### config.mk
export PLATFORM = sky130hd
export DESIGN_NAME = rv32_bus_arbiter
export DESIGN_NICKNAME = d
export VERILOG_FILES = /design/src/rtl/rv32_bus_arbiter.sv
export SDC_FILE = /design/constraint.sdc
export NUM_CORES = 1
export LEC_CHECK = 0
export CORE_AREA = 2 2 106 108
export DETAILED_ROUTE_END_ITERATION = 6
export DIE_AREA = 0 0 108 110
export HOLD_SLACK_MARGIN = 0.02
export PLACE_DENSITY = 0.66
export SYNTH_ARGS = -nofsm -noshare
export SYNTH_HDL_FRONTEND = slang
export SYNTH_SLANG_ARGS = --single-unit
### constraint.sdc
create_clock -name clk -period 2.5 [get_ports clk]
set_input_delay 0.25 -clock clk [delete_from_list [all_inputs] [get_ports clk]]
set_output_delay 0.25 -clock clk [all_outputs]
set_load 0.01 [all_outputs]
### src/rtl/rv32_bus_arbiter.sv
// rtl/rv32_bus_arbiter.sv - merges rv32 fetch and data buses onto one shared memory bus
// Optional RV32_ARBITER_ROUND_ROBIN_EN: alternate priority when both ports request in IDLE.
module rv32_bus_arbiter #(
  parameter int unsigned TIMEOUT_CYCLES = 255
) (
  input  logic        clk,
  input  logic        reset_,
  input  logic [31:0] instr_address_in,
  input  logic        instr_read_in,
  output logic [31:0] instr_read_value_out,
  output logic        instr_ready_out,
  input  logic [31:0] data_address_in,
  input  logic        data_read_in,
  input  logic        data_write_in,
  input  logic [3:0]  data_write_mask_in,
  input  logic [31:0] data_write_value_in,
  output logic [31:0] data_read_value_out,
  output logic        data_ready_out,
  output logic [31:0] mem_address_out,
  output logic        mem_read_out,
  output logic        mem_write_out,
  output logic [3:0]  mem_write_mask_out,
  output logic [31:0] mem_write_value_out,
  input  logic [31:0] mem_read_value_in,
  input  logic        mem_ready_in,
  output logic        timeout_out
);

  typedef enum logic [1:0] {IDLE, OWN_INSTR, OWN_DATA} state_t;

  localparam logic [15:0] TMO_LAST = (TIMEOUT_CYCLES == 0) ? 16'd0 : 16'(TIMEOUT_CYCLES - 1);

  state_t      state;
  logic [15:0] wait_cnt;
  logic        instr_req;
  logic        data_req;
  logic        gnt_instr;
  logic        gnt_data;
  logic        timeout_hit;

`ifdef RV32_ARBITER_ROUND_ROBIN_EN
  logic        last_grant;  // 0 = instr, 1 = data
`endif

  assign instr_req = instr_read_in;
  assign data_req  = data_read_in | data_write_in;

  // Once owned, only the owner can be granted; dropping its request is a flush.
  always_comb begin
    gnt_instr = 1'b0;
    gnt_data  = 1'b0;
    if (reset_) begin
      case (state)
        IDLE: begin
`ifdef RV32_ARBITER_ROUND_ROBIN_EN
          if (data_req && instr_req) begin
            gnt_data  = ~last_grant;
            gnt_instr = last_grant;
          end else begin
            gnt_data  = data_req;
            gnt_instr = instr_req;
          end
`else
          gnt_data  = data_req;
          gnt_instr = instr_req & ~data_req;
`endif
        end
        OWN_INSTR: gnt_instr = instr_req;
        OWN_DATA:  gnt_data  = data_req;
        default: ;
      endcase
    end
  end

  assign mem_address_out     = gnt_instr ? instr_address_in : (gnt_data ? data_address_in : 32'd0);
  assign mem_read_out        = gnt_instr | (gnt_data & data_read_in);
  assign mem_write_out       = gnt_data & data_write_in;
  assign mem_write_mask_out  = gnt_data ? data_write_mask_in : 4'd0;
  assign mem_write_value_out = gnt_data ? data_write_value_in : 32'd0;

  assign instr_ready_out      = mem_ready_in & gnt_instr;
  assign data_ready_out       = mem_ready_in & gnt_data;
  assign instr_read_value_out = reset_ ? mem_read_value_in : 32'd0;
  assign data_read_value_out  = reset_ ? mem_read_value_in : 32'd0;

  assign timeout_hit = (TIMEOUT_CYCLES != 0) && (wait_cnt == TMO_LAST) && !mem_ready_in;

  always_ff @(posedge clk) begin
    if (!reset_) begin
      state       <= IDLE;
      wait_cnt    <= 16'd0;
      timeout_out <= 1'b0;
`ifdef RV32_ARBITER_ROUND_ROBIN_EN
      last_grant  <= 1'b0;
`endif
    end else begin
      timeout_out <= 1'b0;
`ifdef RV32_ARBITER_ROUND_ROBIN_EN
      if (mem_ready_in && (gnt_instr || gnt_data)) last_grant <= gnt_data;
`endif
      case (state)
        IDLE: begin
          wait_cnt <= 16'd0;
          if (!mem_ready_in) begin
            if (gnt_data)       state <= OWN_DATA;
            else if (gnt_instr) state <= OWN_INSTR;
          end
        end
        OWN_INSTR, OWN_DATA: begin
          if (!(gnt_instr || gnt_data) || mem_ready_in) begin
            state    <= IDLE;
            wait_cnt <= 16'd0;
          end else if (timeout_hit) begin
            state       <= IDLE;
            wait_cnt    <= 16'd0;
            timeout_out <= 1'b1;
          end else begin
            wait_cnt <= wait_cnt + 16'd1;
          end
        end
        default: begin
          state    <= IDLE;
          wait_cnt <= 16'd0;
        end
      endcase
    end
  end

endmodule

**After elaboration in Yosys (flattened, before gate mapping)**

Index checks and enable logic that the tools add are counted.

- Muxes and demuxes: 16
- Equality and inequality tests: 6
- Add/sub/neg operators: 1
- Reductions and logical operators: 11
- Bitwise operators: 10

Operators with widths:

| operator | count |
|---|---|
| $mux 32 | 4 |
| $add 16x1->16 const B | 1 |
| $eq 16x8->1 const B | 1 |
| $mux 2 | 5 |
| $ne 3x3->1 const B | 2 |
| $and 1x1->1 | 5 |
| $mux 1 | 4 |
| $mux 4 | 1 |
| $pmux 2 s2 | 1 |
| $reduce_or 2->1 | 2 |
| $reduce_or 4->1 | 1 |
| $not 1->1 | 3 |
| $reduce_and 3->1 | 1 |
| $reduce_or 3->1 | 1 |
| $eq 2x1->1 const B | 1 |
| $eq 2x2->1 const B | 1 |
| $logic_not 1->1 | 2 |
| $logic_not 2->1 | 1 |
| $logic_or 1x1->1 | 2 |
| $ne 2x2->1 const B | 1 |
| $or 1x1->1 | 2 |
| $pmux 1 s2 | 1 |
| $logic_and 1x1->1 | 1 |

- Bits of input ports: 138
- Word-level logic and storage cells: 47
- Flip-flop bits (word level): 19
- Output and inout port bits: 137

**Longest topological paths before layout**

Gate-level depths: netlist (run 1).

- Depth in word-level cells: 10
- Mapped depth: 8
- Mapped depth without buffers: 6

**Worst setup path before layout (run 1)**

Ideal clock, no wire load.

- Path type: register to output
- Start point: register state[0]
- End point: output port mem_address_out[10]
- Path buffers: 2
- Cell stages (with the launch flop): 9
- Data arrival time: 1.705 ns
- Slack: 0.545 ns
- Path through: dfxtp_1 inv_1 ha_1 nor3b_1 o211ai_1 buf_2 buf_2 nand3_1 o21ai_0

- Word-level cells in the longest chain between the ends: 6
- Elaborated cells on any way between the ends: 10

RTL lines:

| element | RTL line | text |
|---|---|---|
| start: declaration | 33 | `state_t state;` |
| start signal: assignment | 90 | `state <= IDLE;` |
| start signal: assignment | 105 | `if (gnt_data) state <= OWN_DATA;` |
| start signal: assignment | 106 | `else if (gnt_instr) state <= OWN_INSTR;` |
| $eq 2x2->1 / $logic_not 2->1 (equally long branches) | 53 | `case (state)` |
| $reduce_or 2->1 (no source line) | n/a |  |
| $mux 1 | 53 |  |
| $mux 1 | 52 | `if (reset_) begin` |
| $mux 32 | 75 | `assign mem_address_out = gnt_instr ? instr_address_in : (gnt_data ? data_address_in : 32'd0);` |
| $mux 32 (*) | 75 |  |
| end: declaration | 19 | `output logic [31:0] mem_address_out,` |

Every way passes the cells marked *; elsewhere a longest branch is shown, timed or not.

**Final worst setup path (run 1)**

- Start point: register state[0]
- End point: output port mem_address_out[0]

The elaborated chain is that of the path after synthesis.

==> results.ini, run 1 <==
[floorplanning]
core-area_sq_um=10700
io_pins=275
die_area_sq_um=11900
die_y_um=110
start_util=0.203
num_rows=38
die_w_um=108

[logic_synthesis]
synth_cells=325
ys.flop_type=dfxtp_1
yosys_warnings=0
postSynth.asyncResetShare=0
synth_top_area_cell=and2_1
synth_cell_types=36
ys_seq_elements=19
synth.net_count=468
syn_avg_cell_area_sq_um=6.69
ys_seq_area_frac=0.175
synth_area_sq_um=2170
synth_top_area_share=0.199
synthTopCellsByArea=and2_1, dfxtp_1, buf_4, nand3_1, o21ai_0
synth_edf_count=0

[cells_and_area]
fin_cells=701
layout-drive-gt1-share=0.0463
final_core_util=0.456
antenna_cells=0
nets=705
syn_to_final_growth_pct=125

[detailed_routing]
wl_met3_um=1000
wl_per_cell_um=16.0
drt-vias-per-instance=4.32
wl_met1_um=4370
dr.pass1.iters=4
drt_iter0_markers=174
ant_nets=0
wl_met2_um=5760
wl_um=11200
via_count=3031
drc=0
top_layer_used=met4

[sta]
min_period_ns=2.38
maxSlewViolCount=0
hold_viol_final=0
tightest_slew_ns=0.353
slew_headroom=0.764
max_freq_mhz=420
finalSetupViolCount=0
timing.final.crit_share=0.952
finClkSkew_ns=0.00500
rsz0062_at_grt=no

[clock_network]
tritoncts=built
cts_hold_buffers=0
cts_made_buffers=3
clock_latency_ns=0.26
clockBufferDepth=2
clkTransAtPathRegs_ns=0.07
cts.sinks=19
cts-root-buf=clkbuf_8
h-tree-depth=1

[power]
power.density_nw_per_um2=256
p_leak_nw=2.19
ir_worst_vdd_uv=144

[place]
hpwlAfterDp_um=9190
port_buffers=274
place_congestion=0.756
dp_cells=694

[global_route]
grt_pass1_vias=2905
grt_overflow=0
globalRouteTotalUtil=0.170
grt_pass1_wl_um=16000
antenna_found_initial=0
grt_max_degree=35

[setup_path]
cp-start-kind=flip-flop
worstSetupPathType=reg2out
crit_path_end_kind=output pin
worstPathArrival_ns=2.13
worst_r2r_path_depth=7
cp_max_fo=33
cp.required_ns=2.25

[hold_path]
hold_path_depth=2
hold_class=reg2reg

[run]
drv_cap=0

[status]
outcome=completed

[metrics by stage]
stage	setup slack, ns	total power [mW]	hold slack, ns	TNS (ns)	area, sq um
floorplan	0.545	0.584	0.449	0	2170
global placement	-0.000442	1.08	0.472	-0.000442	4840
detailed placement	-0.0219	1.08	0.483	-0.0219	4840
CTS	-0.0101	1.27	0.494	-0.0101	4880
global route	0.00128	1.33	0.527	0	4880
finish	0.120	1.25	0.493	0	4880
[flip-flops by register name (all words and copies together), names as in the netlist]
register,cells
wait_cnt,16
state,2
timeout_out,1
[timing repair]
item                       in CTS  in global routing
pin swaps                       1                  0
gates resized for setup        75                 16
setup endpoints to repair      70                 54
setup buffers                   1                  0
cloned                          2                  0
[where the power goes]
part	internal, mW	switching (mW)
combinational	0.447	0.285
sequential	0.305	0.00235
clock	0.113	0.0990
total	0.866	0.386
[cell usage in the layout, fill, tap and decap left out, types with 4 or more instances in the layout]
master             n
and2_1            69
nor2_1            15
buf_4              7
xor2_1             9
o21ai_0           34
inv_1             37
dlygate4sd2_1     63
nand4_1            4
a21oi_1            4
ha_1               5
dfxtp_1           17
nand2_1            6
nand3_1           39
clkdlybuf4s50_1  204
[routing by layer]
| layer | up-vias | global-route usage |
|---|---|---|
| met5 | - | 0 |
| met4 | 0 | 0.0201 |
| met3 | 9 | 0.0435 |
| met2 | 132 | 0.305 |
| met1 | 1390 | 0.211 |
| li1 | 1500 | - |
[final cells by class]
class / instances / area, sq um
Clock buffer: 4 / 45.0
Inverter: 37 / 139
Multi-Input combinational cell: 216 / 1330
Tap cell: 140 / 175
Sequential cell: 19 / 383
Fill cell: 1122 / 5820
Timing Repair Buffer: 285 / 2810
[worst max-delay path, stage by stage (launching register included)]
cell and delay [ns]:
dfxtp_2 0.34, inv_1 0.07, ha_1 0.22, nor3b_2 0.16
o211ai_1 0.29, buf_4 0.20, buf_12 0.17, o21ai_0 0.11
dlygate4sd2_1 0.30
[path summary, 6_finish.rpt]
| kind | slack [ns] | from | endpoint |
|---|---|---|---|
| hold / removal | 0.49 | wait_cnt[15]$_SDFF_PP0_ | wait_cnt[15]$_SDFF_PP0_ |
| hold reg to reg | 0.49 | wait_cnt[15]$_SDFF_PP0_ | wait_cnt[15]$_SDFF_PP0_ |
| setup / recovery | 0.12 | state[0]$_SDFFE_PN0P_ | mem_address_out[0] |
| setup reg to reg | 0.62 | state[0]$_SDFFE_PN0P_ | state[1]$_SDFFE_PN0P_ |
[cells in the mapped netlist, types with 3 or more instances]
cell type	instances
a21oi_1	4
and2_1	69
and3_1	3
and4_1	3
buf_2	8
buf_4	32
clkbuf_1	11
dfxtp_1	19
ha_1	5
inv_1	37
nand2_1	6
nand3_1	39
nand4_1	4
nor2_1	15
o211ai_1	3
o21ai_0	35
or4_1	3
xor2_1	9
[cells by family (layout without fill, tap and decap cells)]
| kind of cell | count (synthesis) | after routing | share of synthesized area |
|---|---|---|---|
| and+or+nand+nor | 151 | 151 | 0.406 |
| buffers and inverters | 90 | 326 | 0.219 |
| AOI/OAI and AO/OA | 49 | 49 | 0.127 |
| DFF | 19 | 19 | 0.175 |
| xor gates and xnor gates | 11 | 11 | 0.0443 |
| adders and majority gates | 5 | 5 | 0.0288 |
Power figures use the tool's default switching activity.
==> run 2: changes to the inputs <==
==> config.mk (replaced) <==
export PLATFORM = sky130hd
export DESIGN_NAME = rv32_bus_arbiter
export DESIGN_NICKNAME = d
export VERILOG_FILES = /design/src/rtl/rv32_bus_arbiter.sv
export SDC_FILE = /design/constraint.sdc
export NUM_CORES = 1
export LEC_CHECK = 0
export CELL_PAD_IN_SITES_DETAIL_PLACEMENT = 0
export CELL_PAD_IN_SITES_GLOBAL_PLACEMENT = 1
export CORE_MARGIN = 1
export CORE_UTILIZATION = 15
export DETAILED_ROUTE_END_ITERATION = 6
export HOLD_SLACK_MARGIN = 0.02
export PLACE_DENSITY_LB_ADDON = 0.1
export SYNTH_ARGS = -nofsm -noshare
export SYNTH_HDL_FRONTEND = slang
export SYNTH_SLANG_ARGS = --single-unit
==> results.ini, run 2 (same netlist as run 1, synthesis figures left out) <==
[setup_path]
worstPathArrival_ns=2.17  ; was 2.13 ns
worstSetupPathType=reg2out  ; unchanged
cp_max_fo=14  ; was 33
cp.required_ns=2.25  ; about the same
crit_path_end_kind=output pin  ; unchanged
cp-start-kind=flip-flop  ; unchanged

[detailed_routing]
via_count=3074  ; was 3031
wl_um=11100  ; was 11200 um
wl_per_cell_um=14.7  ; was 16.0 um
dr.pass1.iters=4  ; unchanged
drc=0  ; unchanged
drt-vias-per-instance=4.08  ; was 4.32
drt_iter0_markers=96  ; was 174
ant_nets=0  ; unchanged

[sta]
finalSetupViolCount=0  ; unchanged
tightest_slew_ns=0.423  ; was 0.353 ns
hold_viol_final=0  ; unchanged
maxSlewViolCount=0  ; unchanged
setup_slack_ns=0.0832  ; was 0.120 ns
finClkSkew_ns=0.00205  ; was 0.00500 ns
slew_headroom=0.714  ; was 0.764
max_freq_mhz=414  ; was 420 MHz
min_period_ns=2.42  ; was 2.38 ns
timing.final.crit_share=0.967  ; was 0.952

[clock_network]
cts_hold_buffers=0  ; unchanged
h-tree-depth=1  ; unchanged
clkTransAtPathRegs_ns=0.05  ; was 0.07 ns
cts-root-buf=clkbuf_16  ; was clkbuf_8
tritoncts=built  ; unchanged
cts.sinks=19  ; unchanged
clock_latency_ns=0.25  ; was 0.26 ns
cts_made_buffers=3  ; unchanged
clockBufferDepth=2  ; unchanged

[power]
p_sw_frac=0.286  ; was 0.308
pwr-share-seq=0.220  ; was 0.246
switchingPower_uw=402  ; was 386 uW
clkPwrFrac=0.236  ; was 0.170
power.density_nw_per_um2=272  ; was 256 nW/um^2
combPwrFrac=0.544  ; was 0.584
p_leak_nw=2.63  ; was 2.19 nW
cellInternalPower_mw=1.00  ; was 866 uW
ir_worst_vdd_uv=142  ; was 144 uV

[floorplanning]
core-area_sq_um=14000  ; was 10700 sq um
num_rows=43  ; was 38
io_pins=275  ; unchanged
die_w_um=122  ; was 108 um
die_area_sq_um=15000  ; was 11900 sq um
start_util=0.155  ; was 0.203
die_y_um=122  ; was 110 um

[cells_and_area]
syn_to_final_growth_pct=137  ; was 125%
regMostFlops=wait_cnt  ; unchanged
fill_cells=1448  ; was 1122
final_core_util=0.369  ; was 0.456
layout_top_registers=wait_cnt x16, state x2, timeout_out x1  ; unchanged
layout-drive-gt1-share=0.0908  ; was 0.0463
layout_commonest_cell=clkdlybuf4s50_1  ; unchanged
nets=717  ; was 705
stdcell_area_sq_um=5160  ; was 4880 sq um
largest_reg_flops=16  ; unchanged
final_cell_mix=clkdlybuf4s50_1, and2_1, nand3_1  ; was clkdlybuf4s50_1, and2_1, dlygate4sd2_1
antenna_cells=0  ; unchanged

[place]
placedInstanceArea_sq_um=4910  ; was 4840 sq um
dp_worst_setup_slack_ns=0.0224  ; was -0.0219 ns
place_congestion=0.736  ; was 0.756
hpwlAfterDp_um=8480  ; was 9190 um
port_buffers=274  ; unchanged

[status]
outcome=completed  ; unchanged

[global_route]
grt_pass1_wl_um=15500  ; was 16000 um
grt_pass1_vias=2898  ; was 2905
grt_overflow=0  ; unchanged
antenna_found_initial=0  ; unchanged
grt_max_degree=39  ; was 35
globalRouteTotalUtil=0.134  ; was 0.170

[hold_path]
hold_class=reg2reg  ; unchanged

[run]
drv_cap=0  ; unchanged

==> run 2: cell count changes in the layout (fill, tap and decap cells not counted), moves of 3 or more <==
cell             delta
dlygate4sd2_1      -54
dlymetal6s2s_1     +34
clkbuf_2           +14
buf_4               +8
clkbuf_16           +5
clkdlybuf4s15_1     +4
clkbuf_8            -3
==> run 2: stage by stage <==
step | hold slack (ns) | instances | power (mW) | setup TNS [ns]
floorplan | 0.449 | 325 | 0.584 | 0
global placement | 0.470 | 736 | 1.09 | 0
detailed placement | 0.482 | 736 | 1.09 | 0
CTS | 0.487 | 747 | 1.42 | -0.118
global route | 0.528 | 753 | 1.50 | -0.0701
finish | 0.489 | 753 | 1.40 | 0
==> run 2: path summary, 6_finish.rpt <==
| check | from | end | slack [ns] | cells after the start |
|---|---|---|---|---|
| worst max-delay path | state[0]$_SDFFE_PN0P_ | mem_write_mask_out[3] | 0.08 | 9 |
| worst min-delay path | wait_cnt[0]$_SDFF_PP0_ | wait_cnt[0]$_SDFF_PP0_ | 0.49 | 1 |
| worst max register to register | wait_cnt[0]$_SDFF_PP0_ | state[1]$_SDFFE_PN0P_ | 0.60 | 6 |
| worst min register to register | wait_cnt[0]$_SDFF_PP0_ | wait_cnt[0]$_SDFF_PP0_ | 0.49 | 1 |
==> run 2: what timing repair did <==
action	in CTS	in global routing
setup buffers	4	5
gates resized for setup	54	87
setup endpoints to repair	68	66
gates cloned	3	2
pin swaps	1	1
==> run 2: metal layers <==
metal	vias to the layer above	part of all wire	GRT usage
li1	1533	-	-
met1	1374	0.34	0.131
met3	8	0.077	0.0260
met5	-	0	0
met4	0	0.0081	0.0206
met2	159	0.57	0.284
==> run 2: power groups by stage <==
stage	Combinational, mW	Sequential [mW]	Clock (mW)
finish	0.764	0.309	0.332
global route	0.830	0.309	0.359
CTS	0.771	0.308	0.340
detailed placement	0.771	0.314	0
global placement	0.774	0.314	0
floorplan	0.270	0.314	0
==> run 2: cell type report <==
class / instances / area, sq um / area share
Timing Repair Buffer: 297 / 3010 / 0.583
Clock buffer: 4 / 78.8 / 0.0153
Tap cell: 180 / 225 / 0.0437
Inverter: 37 / 139 / 0.0269
Sequential cell: 19 / 383 / 0.0742
Multi-Input combinational cell: 216 / 1330 / 0.257
==> run 2: worst max-delay path, stage by stage (launching register included) <==
cell and delay [ns]:
dfxtp_2 0.34, inv_1 0.07, ha_1 0.22, buf_4 0.16, o21a_1 0.21, o21a_4 0.16, buf_4 0.15, clkbuf_16 0.16
and2_1 0.15, dlygate4sd2_1 0.30
